===== src/rtl/acia_host_if.sv =====
// ACIA-style register bus (chip select, write enable, register select, 8-bit data, irq).
// The host drives the strobes as master; the ACIA register block answers as slave.
interface acia_host_if;
   logic       cs;
   logic       we;
   logic       rs;
   logic [7:0] dout;
   logic [7:0] din;
   logic       irq;

   modport master (output cs, we, rs, dout, input din, irq);
   modport slave  (input cs, we, rs, dout, output din, irq);
endinterface


===== src/rtl/acia_host.sv =====
// acia_host: CPU-style initiator that initialises an ACIA, polls status and bridges RX/TX bytes to streams.
// Optional macro ACIA_HOST_IRQ_EN: RX irq forced on in the config byte and polls gated by irq/tx demand.
module acia_host #(
   parameter logic [7:0]  CTRL_INIT = 8'h15,
   parameter int unsigned POLL_DIV  = 4
) (
   input  logic        clk,
   input  logic        rst_n,
   acia_host_if.master bus,
   input  logic [7:0]  s_tx_data,
   input  logic        s_tx_val,
   output logic        s_tx_rdy,
   output logic [7:0]  m_rx_data,
   output logic        m_rx_val,
   input  logic        m_rx_rdy
);

   localparam int unsigned     CNT_W   = (POLL_DIV > 0) ? $clog2(POLL_DIV + 1) : 1;
   localparam logic [CNT_W-1:0] CNT_MAX = CNT_W'(POLL_DIV);

`ifdef ACIA_HOST_IRQ_EN
   localparam logic [7:0] CFG_BYTE = CTRL_INIT | 8'h80;
`else
   localparam logic [7:0] CFG_BYTE = CTRL_INIT;
`endif

   typedef enum logic [3:0] {
      RST_WR, CFG_WR, IDLE, POLL, STAT, RD, RDCAP, WR, GAP
   } state_t;

   state_t           state_q, state_d;
   state_t           gap_next_q, gap_next_d;
   logic [CNT_W-1:0] cnt_q, cnt_d;
   logic             cs_q, cs_d;
   logic             we_q, we_d;
   logic             rs_q, rs_d;
   logic [7:0]       dout_q, dout_d;
   logic             s_tx_rdy_q, s_tx_rdy_d;
   logic [7:0]       m_rx_data_q, m_rx_data_d;
   logic             m_rx_val_q, m_rx_val_d;
   logic             prio_tx_q, prio_tx_d;

   logic rx_go;
   logic tx_go;
   logic wake;

   assign rx_go = bus.din[0] & ~m_rx_val_q;
   assign tx_go = bus.din[1] & s_tx_val;

`ifdef ACIA_HOST_IRQ_EN
   assign wake = (bus.irq & ~m_rx_val_q) | s_tx_val;
`else
   logic unused_irq;
   assign unused_irq = bus.irq;
   assign wake       = 1'b1;
`endif

   // Strobes are set on the transition into the cycle where they appear on the bus.
   always_comb begin
      state_d     = state_q;
      gap_next_d  = gap_next_q;
      cnt_d       = '0;
      cs_d        = 1'b0;
      we_d        = 1'b0;
      rs_d        = 1'b0;
      dout_d      = dout_q;
      s_tx_rdy_d  = 1'b0;
      m_rx_data_d = m_rx_data_q;
      m_rx_val_d  = m_rx_val_q & ~m_rx_rdy;
      prio_tx_d   = prio_tx_q;

      unique case (state_q)
         RST_WR: begin
            cs_d       = 1'b1;
            we_d       = 1'b1;
            dout_d     = 8'h03;
            gap_next_d = CFG_WR;
            state_d    = GAP;
         end
         CFG_WR: begin
            cs_d       = 1'b1;
            we_d       = 1'b1;
            dout_d     = CFG_BYTE;
            gap_next_d = IDLE;
            state_d    = GAP;
         end
         IDLE: begin
            cnt_d = (cnt_q != CNT_MAX) ? cnt_q + 1'b1 : cnt_q;
            if ((cnt_q == CNT_MAX) && wake) begin
               cnt_d   = '0;
               cs_d    = 1'b1;
               state_d = POLL;
            end
         end
         POLL: state_d = STAT;
         // Status is valid now; RX wins a tie only when it is RX's turn.
         STAT: begin
            if (rx_go && (!tx_go || !prio_tx_q)) begin
               cs_d    = 1'b1;
               rs_d    = 1'b1;
               state_d = RD;
            end else if (tx_go) begin
               state_d = WR;
            end else begin
               state_d = IDLE;
            end
         end
         RD: state_d = RDCAP;
         RDCAP: begin
            m_rx_data_d = bus.din;
            m_rx_val_d  = 1'b1;
            prio_tx_d   = 1'b1;
            state_d     = IDLE;
         end
         WR: begin
            if (s_tx_val) begin
               cs_d       = 1'b1;
               we_d       = 1'b1;
               rs_d       = 1'b1;
               dout_d     = s_tx_data;
               s_tx_rdy_d = 1'b1;
               prio_tx_d  = 1'b0;
               gap_next_d = IDLE;
               state_d    = GAP;
            end else begin
               state_d = IDLE;
            end
         end
         GAP:     state_d = gap_next_q;
         default: state_d = RST_WR;
      endcase
   end

   always_ff @(posedge clk) begin
      if (!rst_n) begin
         state_q     <= RST_WR;
         gap_next_q  <= RST_WR;
         cnt_q       <= '0;
         cs_q        <= 1'b0;
         we_q        <= 1'b0;
         rs_q        <= 1'b0;
         dout_q      <= 8'h00;
         s_tx_rdy_q  <= 1'b0;
         m_rx_data_q <= 8'h00;
         m_rx_val_q  <= 1'b0;
         prio_tx_q   <= 1'b0;
      end else begin
         state_q     <= state_d;
         gap_next_q  <= gap_next_d;
         cnt_q       <= cnt_d;
         cs_q        <= cs_d;
         we_q        <= we_d;
         rs_q        <= rs_d;
         dout_q      <= dout_d;
         s_tx_rdy_q  <= s_tx_rdy_d;
         m_rx_data_q <= m_rx_data_d;
         m_rx_val_q  <= m_rx_val_d;
         prio_tx_q   <= prio_tx_d;
      end
   end

   assign bus.cs    = cs_q;
   assign bus.we    = we_q;
   assign bus.rs    = rs_q;
   assign bus.dout  = dout_q;
   assign s_tx_rdy  = s_tx_rdy_q;
   assign m_rx_data = m_rx_data_q;
   assign m_rx_val  = m_rx_val_q;

endmodule


===== src/flat_wrapper.sv =====
// flat-port wrapper written by rule: the top's interface ports become plain ports
module acia_host_flat 
#(
   parameter logic [7:0]  CTRL_INIT = 8'h15,
   parameter int unsigned POLL_DIV  = 4
)
  (clk, rst_n, s_tx_data, s_tx_val, s_tx_rdy, m_rx_data, m_rx_val, m_rx_rdy, bus_cs, bus_we, bus_rs, bus_dout, bus_din, bus_irq);
  acia_host_if bus_i ();
  input  logic clk;
  input  logic rst_n;
  input  logic [7:0] s_tx_data;
  input  logic s_tx_val;
  output logic s_tx_rdy;
  output logic [7:0] m_rx_data;
  output logic m_rx_val;
  input  logic m_rx_rdy;
  output wire logic [$bits(bus_i.cs)-1:0] bus_cs;
  output wire logic [$bits(bus_i.we)-1:0] bus_we;
  output wire logic [$bits(bus_i.rs)-1:0] bus_rs;
  output wire logic [$bits(bus_i.dout)-1:0] bus_dout;
  input wire logic [$bits(bus_i.din)-1:0] bus_din;
  input wire logic [$bits(bus_i.irq)-1:0] bus_irq;
  assign bus_cs = bus_i.cs;
  assign bus_we = bus_i.we;
  assign bus_rs = bus_i.rs;
  assign bus_dout = bus_i.dout;
  assign bus_i.din = bus_din;
  assign bus_i.irq = bus_irq;
  acia_host #(.CTRL_INIT(CTRL_INIT), .POLL_DIV(POLL_DIV)) u_core (.clk(clk), .rst_n(rst_n), .bus(bus_i), .s_tx_data(s_tx_data), .s_tx_val(s_tx_val), .s_tx_rdy(s_tx_rdy), .m_rx_data(m_rx_data), .m_rx_val(m_rx_val), .m_rx_rdy(m_rx_rdy));
endmodule

===== config.mk =====
export PLATFORM = sky130hd
export DESIGN_NAME = acia_host_flat
export DESIGN_NICKNAME = d
export VERILOG_FILES = /design/src/rtl/acia_host_if.sv /design/src/rtl/acia_host.sv /design/src/flat_wrapper.sv
export SDC_FILE = /design/constraint.sdc
export NUM_CORES = 1
export LEC_CHECK = 0
export ABC_AREA = 1
export BUFFER_PORTS_ARGS = -buffer_cell sky130_fd_sc_hd__buf_4
export CELL_PAD_IN_SITES_DETAIL_PLACEMENT = 2
export CELL_PAD_IN_SITES_GLOBAL_PLACEMENT = 2
export CORE_AREA = 5 5 67 85
export DETAILED_ROUTE_END_ITERATION = 6
export DIE_AREA = 0 0 72 90
export HOLD_SLACK_MARGIN = 0.12
export PLACE_DENSITY_LB_ADDON = 0.1
export RECOVER_POWER = 25
export SYNTH_ARGS = -nofsm -noshare
export SYNTH_HDL_FRONTEND = slang
export SYNTH_SLANG_ARGS = --single-unit

===== constraint.sdc =====
create_clock -name clk -period 3.5 [get_ports clk]
set_input_delay 0.525 -clock clk [delete_from_list [all_inputs] [get_ports clk]]
set_output_delay 0.525 -clock clk [all_outputs]
set_load 0.01 [all_outputs]

==> flow_metrics.env, run 1 <==
export IMPL_cts_sinks=31
export IMPL_clock_latency_ns=0.28
export IMPL_period_minus_slack_ns=1.993
export IMPL_syn_nets=201
export IMPL_fin_total_pwr_uw=734.0
export IMPL_grt_pass1_wl_mm=6.969
export IMPL_nets=244
export IMPL_grt_usage_pct=13.73
export IMPL_crit_path_max_fanout=11
export IMPL_setup_violations_final=0
export IMPL_crit_family="simple AND/OR/NAND/NOR gates"
export IMPL_criticalPathCategory="reg2reg"
export IMPL_cp_depth=6
export IMPL_cp_slowest_cell="nor2_1"
export IMPL_worst_setup_path_end_kind="register"
export IMPL_hold_violations=0
export IMPL_cts_hold_buf=0
export IMPL_r2r_worst_path_cells=6
export IMPL_power_frac_seq_pct=49.6
export IMPL_internal_power_uw=564.6
export IMPL_drt_first_iter_violations=26
export IMPL_ctsHtreeMaxLevel=2
export IMPL_startpoint_type="register"
export IMPL_cp_startpoint="u_core.state_q[2]"
export IMPL_path_cells="inv_2 -> nor2_1 -> nand2_1 -> clkinv_1 -> o21ai_0 -> a21oi_1"
export IMPL_start_util_pct=26.76
export IMPL_irDropWorstVdd_mv=0.2218
export IMPL_cp_required_ns=3.72
export IMPL_clock_skew_ns=0.006478
export IMPL_clk_pin_slew_ns=0.07
export IMPL_drive_above_1_share_pct=20.27
export IMPL_dp_cells=276
export IMPL_std_cell_rows=29
export IMPL_portBuffers=40
export IMPL_crit_arrival_ns=2.21
export IMPL_antenna_cells=0
export IMPL_maxSlewHeadroom_pct=55.16
export IMPL_die_area_mm2=0.006480
export IMPL_yosys_warnings=0
export IMPL_dr_pass1_iters=2
export IMPL_post_cts_resized=0
export IMPL_synthCells=178
export IMPL_r2r_start="u_core.state_q[2]"
export IMPL_grt_max_degree=18
export IMPL_antenna_found_initial=0
export IMPL_status="complete, no violations"
export IMPL_yosysSeqAreaShare_pct=47.69
export IMPL_num_vias=1285
export IMPL_ys_types=21
export IMPL_min_period_over_period_pct=56.93
export IMPL_globalplace_congestion=0.8422
export IMPL_maxCapViolations=0
export IMPL_viasPerCell=4.525
export IMPL_wl_per_cell_um=14.57
export IMPL_power_frac_comb_pct=7.7
export IMPL_clock_fmax_mhz=501.9
export IMPL_chipWidth_um=72
export IMPL_cts_tree="done"
export IMPL_p_leak_uw=0.0007784
export IMPL_switching_power_uw=169.4
export IMPL_rsz0062_at_grt="false"
export IMPL_r2r_slack_ns=1.51
export IMPL_power_frac_clock_pct=42.7
export IMPL_cts_setup_buffers=0
export IMPL_worstReg2RegEnd="u_core.m_rx_data[0]"
export IMPL_die_y_um=90
export IMPL_swShare_pct=23.08
export IMPL_power_density_mw_per_mm2=430.4
export IMPL_core_area_mm2=0.004862
export IMPL_area_growth_pct=31.06
export IMPL_clockBufferDepth=2
export IMPL_cp_slowest_stage_delay_ns=0.51
export IMPL_pin_count=42
export IMPL_routed_wl_mm=4.139
export IMPL_finalSetupTns_ns=0
export IMPL_drv_slew=0
export IMPL_grt_overflow=0
export IMPL_tightest_slew_ns=0.6701
export IMPL_hpwl_mm=3.249
export IMPL_grt_pass1_vias=1459
export IMPL_drtAntennaViolNets=0
export IMPL_syn_area_per_cell_um2=7.310
export IMPL_root_buffer="clkbuf_8"
export IMPL_hold_class="in2reg"
export IMPL_netlist_area_mm2=0.001301
export IMPL_layout_cells_non_filler=284
export IMPL_cts_made_buffers=5
export IMPL_endpoint="u_core.m_rx_data[0]"
export IMPL_ys_ff_latch=31
export IMPL_crit_buf_inv=2
export IMPL_drc_errors=0
[sequential cells by signal (all words and copies together), names as in the netlist]
name and flops:
u_core.bus.dout 8, u_core.s_tx_rdy 1, u_core.bus.rs 1, u_core.bus.cs 1, u_core.m_rx_data 8, u_core.cnt_q 3, u_core.m_rx_val 1, u_core.gap_next_q 2
u_core.prio_tx_q 1, u_core.bus.we 1, u_core.state_q 4
[stage by stage]
stage                     hold slack (ns)  instance area (um^2)  setup WS [ns]  util [%]
after floorplan                    0.4173                  1301          2.242         -
after global placement             0.4325                  1663          2.043     34.20
after detailed placement           0.4407                  1663          1.980     34.20
after CTS                          0.4369                  1763          1.996     36.26
after global routing               0.4644                  1705          1.314     35.07
final                              0.4449                  1705          1.507     35.07
[worst min path at each step]
stage                         endpoint            start  cells past startpoint  slack, ns
finish              u_core.bus.dout[5]     s_tx_data[5]                      3       0.44
global route        u_core.bus.dout[5]     s_tx_data[5]                      3       0.46
CTS                 u_core.bus.dout[5]     s_tx_data[5]                      3       0.44
detailed placement     u_core.cnt_q[0]  u_core.cnt_q[0]                      1       0.44
global placement       u_core.cnt_q[0]  u_core.cnt_q[0]                      1       0.43
floorplan              u_core.cnt_q[0]  u_core.cnt_q[0]                      1       0.42
[routing by layer]
layer,global-route usage (%),wire (um),up-vias
met5,0,0,-
li1,-,-,642
met3,3.460,160,5
met1,13.99,1585,618
met2,25.92,2324,20
met4,5.172,68,0
[synth_stat cells]
| cell | count | share of area [%] |
|---|---|---|
| a21oi_1 | 11 | 4.2 |
| a21oi_2 | 1 | 0.67 |
| a31oi_1 | 1 | 0.48 |
| buf_1 | 1 | 0.29 |
| buf_2 | 1 | 0.38 |
| clkbuf_1 | 2 | 0.58 |
| clkinv_1 | 1 | 0.29 |
| dfxtp_1 | 31 | 48 |
| ha_1 | 2 | 1.9 |
| inv_1 | 15 | 4.3 |
| inv_2 | 1 | 0.29 |
| nand2_1 | 38 | 11 |
| nand2_2 | 4 | 1.9 |
| nand2_4 | 1 | 0.87 |
| nand3_1 | 10 | 3.8 |
| nand3_4 | 1 | 1.3 |
| nor2_1 | 38 | 11 |
| nor2_2 | 2 | 0.96 |
| nor2_8 | 1 | 1.5 |
| o21ai_0 | 15 | 5.8 |
| xnor2_1 | 1 | 0.67 |
[power groups by stage]
stage	registers (uW)	logic, uW	clock network, uW
after global placement	372	56.5	0
after detailed placement	373	58.9	0
after CTS	365	59.2	329
after floorplan	374	24.3	0
after global routing	365	64.0	340
final	364	56.7	313
[placed cells by master (no fill, tap or decap), types with 7 or more instances in the layout]
master,count
nor2_1,40
inv_1,15
dfxtp_1,31
buf_4,31
nand3_1,10
clkbuf_8,7
nand2_1,40
o21ai_0,15
a21oi_1,11
clkbuf_1,10
[worst min-delay path, cell delays in order]
cell,delay (ns)
buf_4,0.08
nand2_1,0.04
o21ai_0,0.05
[kinds of logic after synthesis]
logic type      count (synthesis)  share of synthesized area [%]
simple gates                   95                          32.40
flops                          31                          47.69
compound gates                 28                          11.15
buf+inv                        21                          6.153
fa+ha+maj                       2                          1.923
xor+xnor                        1                         0.6732
[layout make-up]
| class | count | area (um^2) |
|---|---|---|
| timing repair buffer | 40 | 266.5 |
| clock buffer | 8 | 100.1 |
| tap | 62 | 77.57 |
| multi-input combinational | 126 | 576.8 |
| inverter | 17 | 63.81 |
| sequential | 31 | 620.6 |
| fill | 615 | 3157 |
No activity file was read; power rests on OpenSTA's default activity.
==> run 2: changes to the inputs <==
CORE_AREA = 5 5 70 88   (was 5 5 67 85)
DIE_AREA = 0 0 75 93   (was 0 0 72 90)
clock period = 2.1 ns   (was 3.5 ns; I/O delays follow)
==> run 2 against run 1 <==
  * First-iteration DRC count fell by 35%
  * Via count down 0.31%
  * Clock skew shrank 0.0040 ns
  * Critical path depth decreased by 1
  * Sequential power grew 67%
  * Die area grew 7.6%
  * Critical path type unchanged
  * Largest cell class unchanged
==> flow_metrics.env, run 2 (synthesis results as in run 1) <==
export IMPL_status="complete, no violations"
export IMPL_antenna_found_initial=0
export IMPL_tightest_slew_ns=0.4748
export IMPL_setup_violations_final=0
export IMPL_crit_path_max_fanout=11
export IMPL_nets=244
export IMPL_antenna_cells=0
export IMPL_most_common_layout_cells="38 x nand2_1, 38 x nor2_1, 31 x dfxtp_1, 27 x buf_4"
export IMPL_portBuffers=40
export IMPL_std_cell_rows=30
export IMPL_wl_per_cell_um=14.28
export IMPL_post_cts_resized=0
export IMPL_hold_class="in2reg"
export IMPL_crit_arrival_ns=1.63
export IMPL_globalplace_congestion=0.8264
export IMPL_grt_pass1_vias=1437
export IMPL_pin_count=42
export IMPL_startpoint_type="register"
export IMPL_routed_wl_mm=4.085
export IMPL_busiest_layer="met2"
export IMPL_hpwl_mm=3.258
export IMPL_cp_required_ns=2.27
export IMPL_maxCapViolations=0
export IMPL_multiInputGateArea_um2=600.6
export IMPL_clk_pin_slew_ns=0.07
export IMPL_rsz0062_at_grt="false"
export IMPL_drv_slew=0
export IMPL_drive_above_1_share_pct=19.82
export IMPL_root_buffer="clkbuf_8"
export IMPL_criticalPathCategory="reg2reg"
export IMPL_r2r_start="u_core.state_q[3]"
export IMPL_cts_made_buffers=5
export IMPL_die_area_mm2=0.006975
export IMPL_dr_pass1_iters=3
export IMPL_min_period_over_period_pct=69.18
export IMPL_grt_overflow=0
export IMPL_hold_start="s_tx_data[5]"
export IMPL_core_area_mm2=0.005293
export IMPL_cts_sinks=31
export IMPL_maxSlewHeadroom_pct=68.31
export IMPL_hold_violations=0
export IMPL_fill_cells=641
export IMPL_r2r_slack_ns=0.65
export IMPL_period_minus_slack_ns=1.453
export IMPL_drt_first_iter_violations=17
export IMPL_cp_startpoint="u_core.state_q[3]"
export IMPL_power_density_mw_per_mm2=681.0
export IMPL_clockBufferDepth=2
export IMPL_met3_usage_pct=3.333
export IMPL_dp_cells=278
export IMPL_num_vias=1281
export IMPL_grt_usage_pct=13.11
export IMPL_start_util_pct=24.59
export IMPL_grt_max_degree=18
export IMPL_worst_setup_path_end_kind="register"
export IMPL_ctsHtreeMaxLevel=2
export IMPL_cts_setup_buffers=0
export IMPL_drc_errors=0
export IMPL_grtUsageMet2_pct=22.17
export IMPL_seq_area_um2=620.6
export IMPL_grt_pass1_wl_mm=6.879
export IMPL_clock_latency_ns=0.28
export IMPL_irDropWorstVdd_mv=0.3211
export IMPL_layout_cells_non_filler=286
export IMPL_area_growth_pct=30.48
export IMPL_finalSetupTns_ns=0
export IMPL_cts_hold_buf=0
export IMPL_die_y_um=93
export IMPL_final_core_util_pct=32.08
export IMPL_drtAntennaViolNets=0
export IMPL_chipWidth_um=75
export IMPL_clock_skew_ns=0.002525
export IMPL_cts_tree="done"
export IMPL_clock_fmax_mhz=688.4
export IMPL_p_leak_uw=0.0007654
export IMPL_grtUsageMet1_pct=15.09
export IMPL_viasPerCell=4.479
run 2: final cells by class:
class | count | area share, %
clock buffer | 7 | 4.495
tap | 64 | 4.716
multi-input combinational | 126 | 35.37
clock inverter | 1 | 0.2948
sequential | 31 | 36.55
inverter | 17 | 3.758
timing repair buffer | 40 | 14.81
run 2: path summary, 6_finish.rpt:
| check | endpoint | depth (start not counted) |
|---|---|---|
| hold / removal | u_core.bus.dout[5] | 3 |
| setup reg to reg | u_core.m_rx_data[0] | 5 |
| setup / recovery | u_core.m_rx_data[0] | 5 |
| hold reg to reg | u_core.cnt_q[0] | 1 |
run 2: through the flow:
stage | setup slack [ns] | hold slack (ns) | total power (uW) | cell area, um^2
5_1_grt | 0.4704 | 0.2621 | 1212 | 1698
3_3_place_gp | 0.6882 | 0.4330 | 716.1 | 1665
6_report | 0.6473 | 0.2430 | 1156 | 1698
2_1_floorplan | 0.9899 | 0.4173 | 663.5 | 1301
3_5_place_dp | 0.6279 | 0.4520 | 720.7 | 1665
4_1_cts | 0.6207 | 0.2335 | 1186 | 1747
run 2: report_power, final:
part	internal (uW)	switching, uW
clock network	232	223
registers	599	8.32
logic	40.6	52.7
total	872	284
run 2: per-layer routing:
layer / routed length [um] / vias to the layer above
met5: 0 / -
met4: 101 / 0
met3: 232 / 8
met2: 2155 / 22
met1: 1595 / 606
li1: - / 645
run 2: critical path: stages, from the launching register on:
cell and delay [ns]:
dfxtp_1 0.48, nor2_8 0.11, nand2_2 0.20, clkinv_1 0.27, o21ai_0 0.23, a21oi_1 0.05
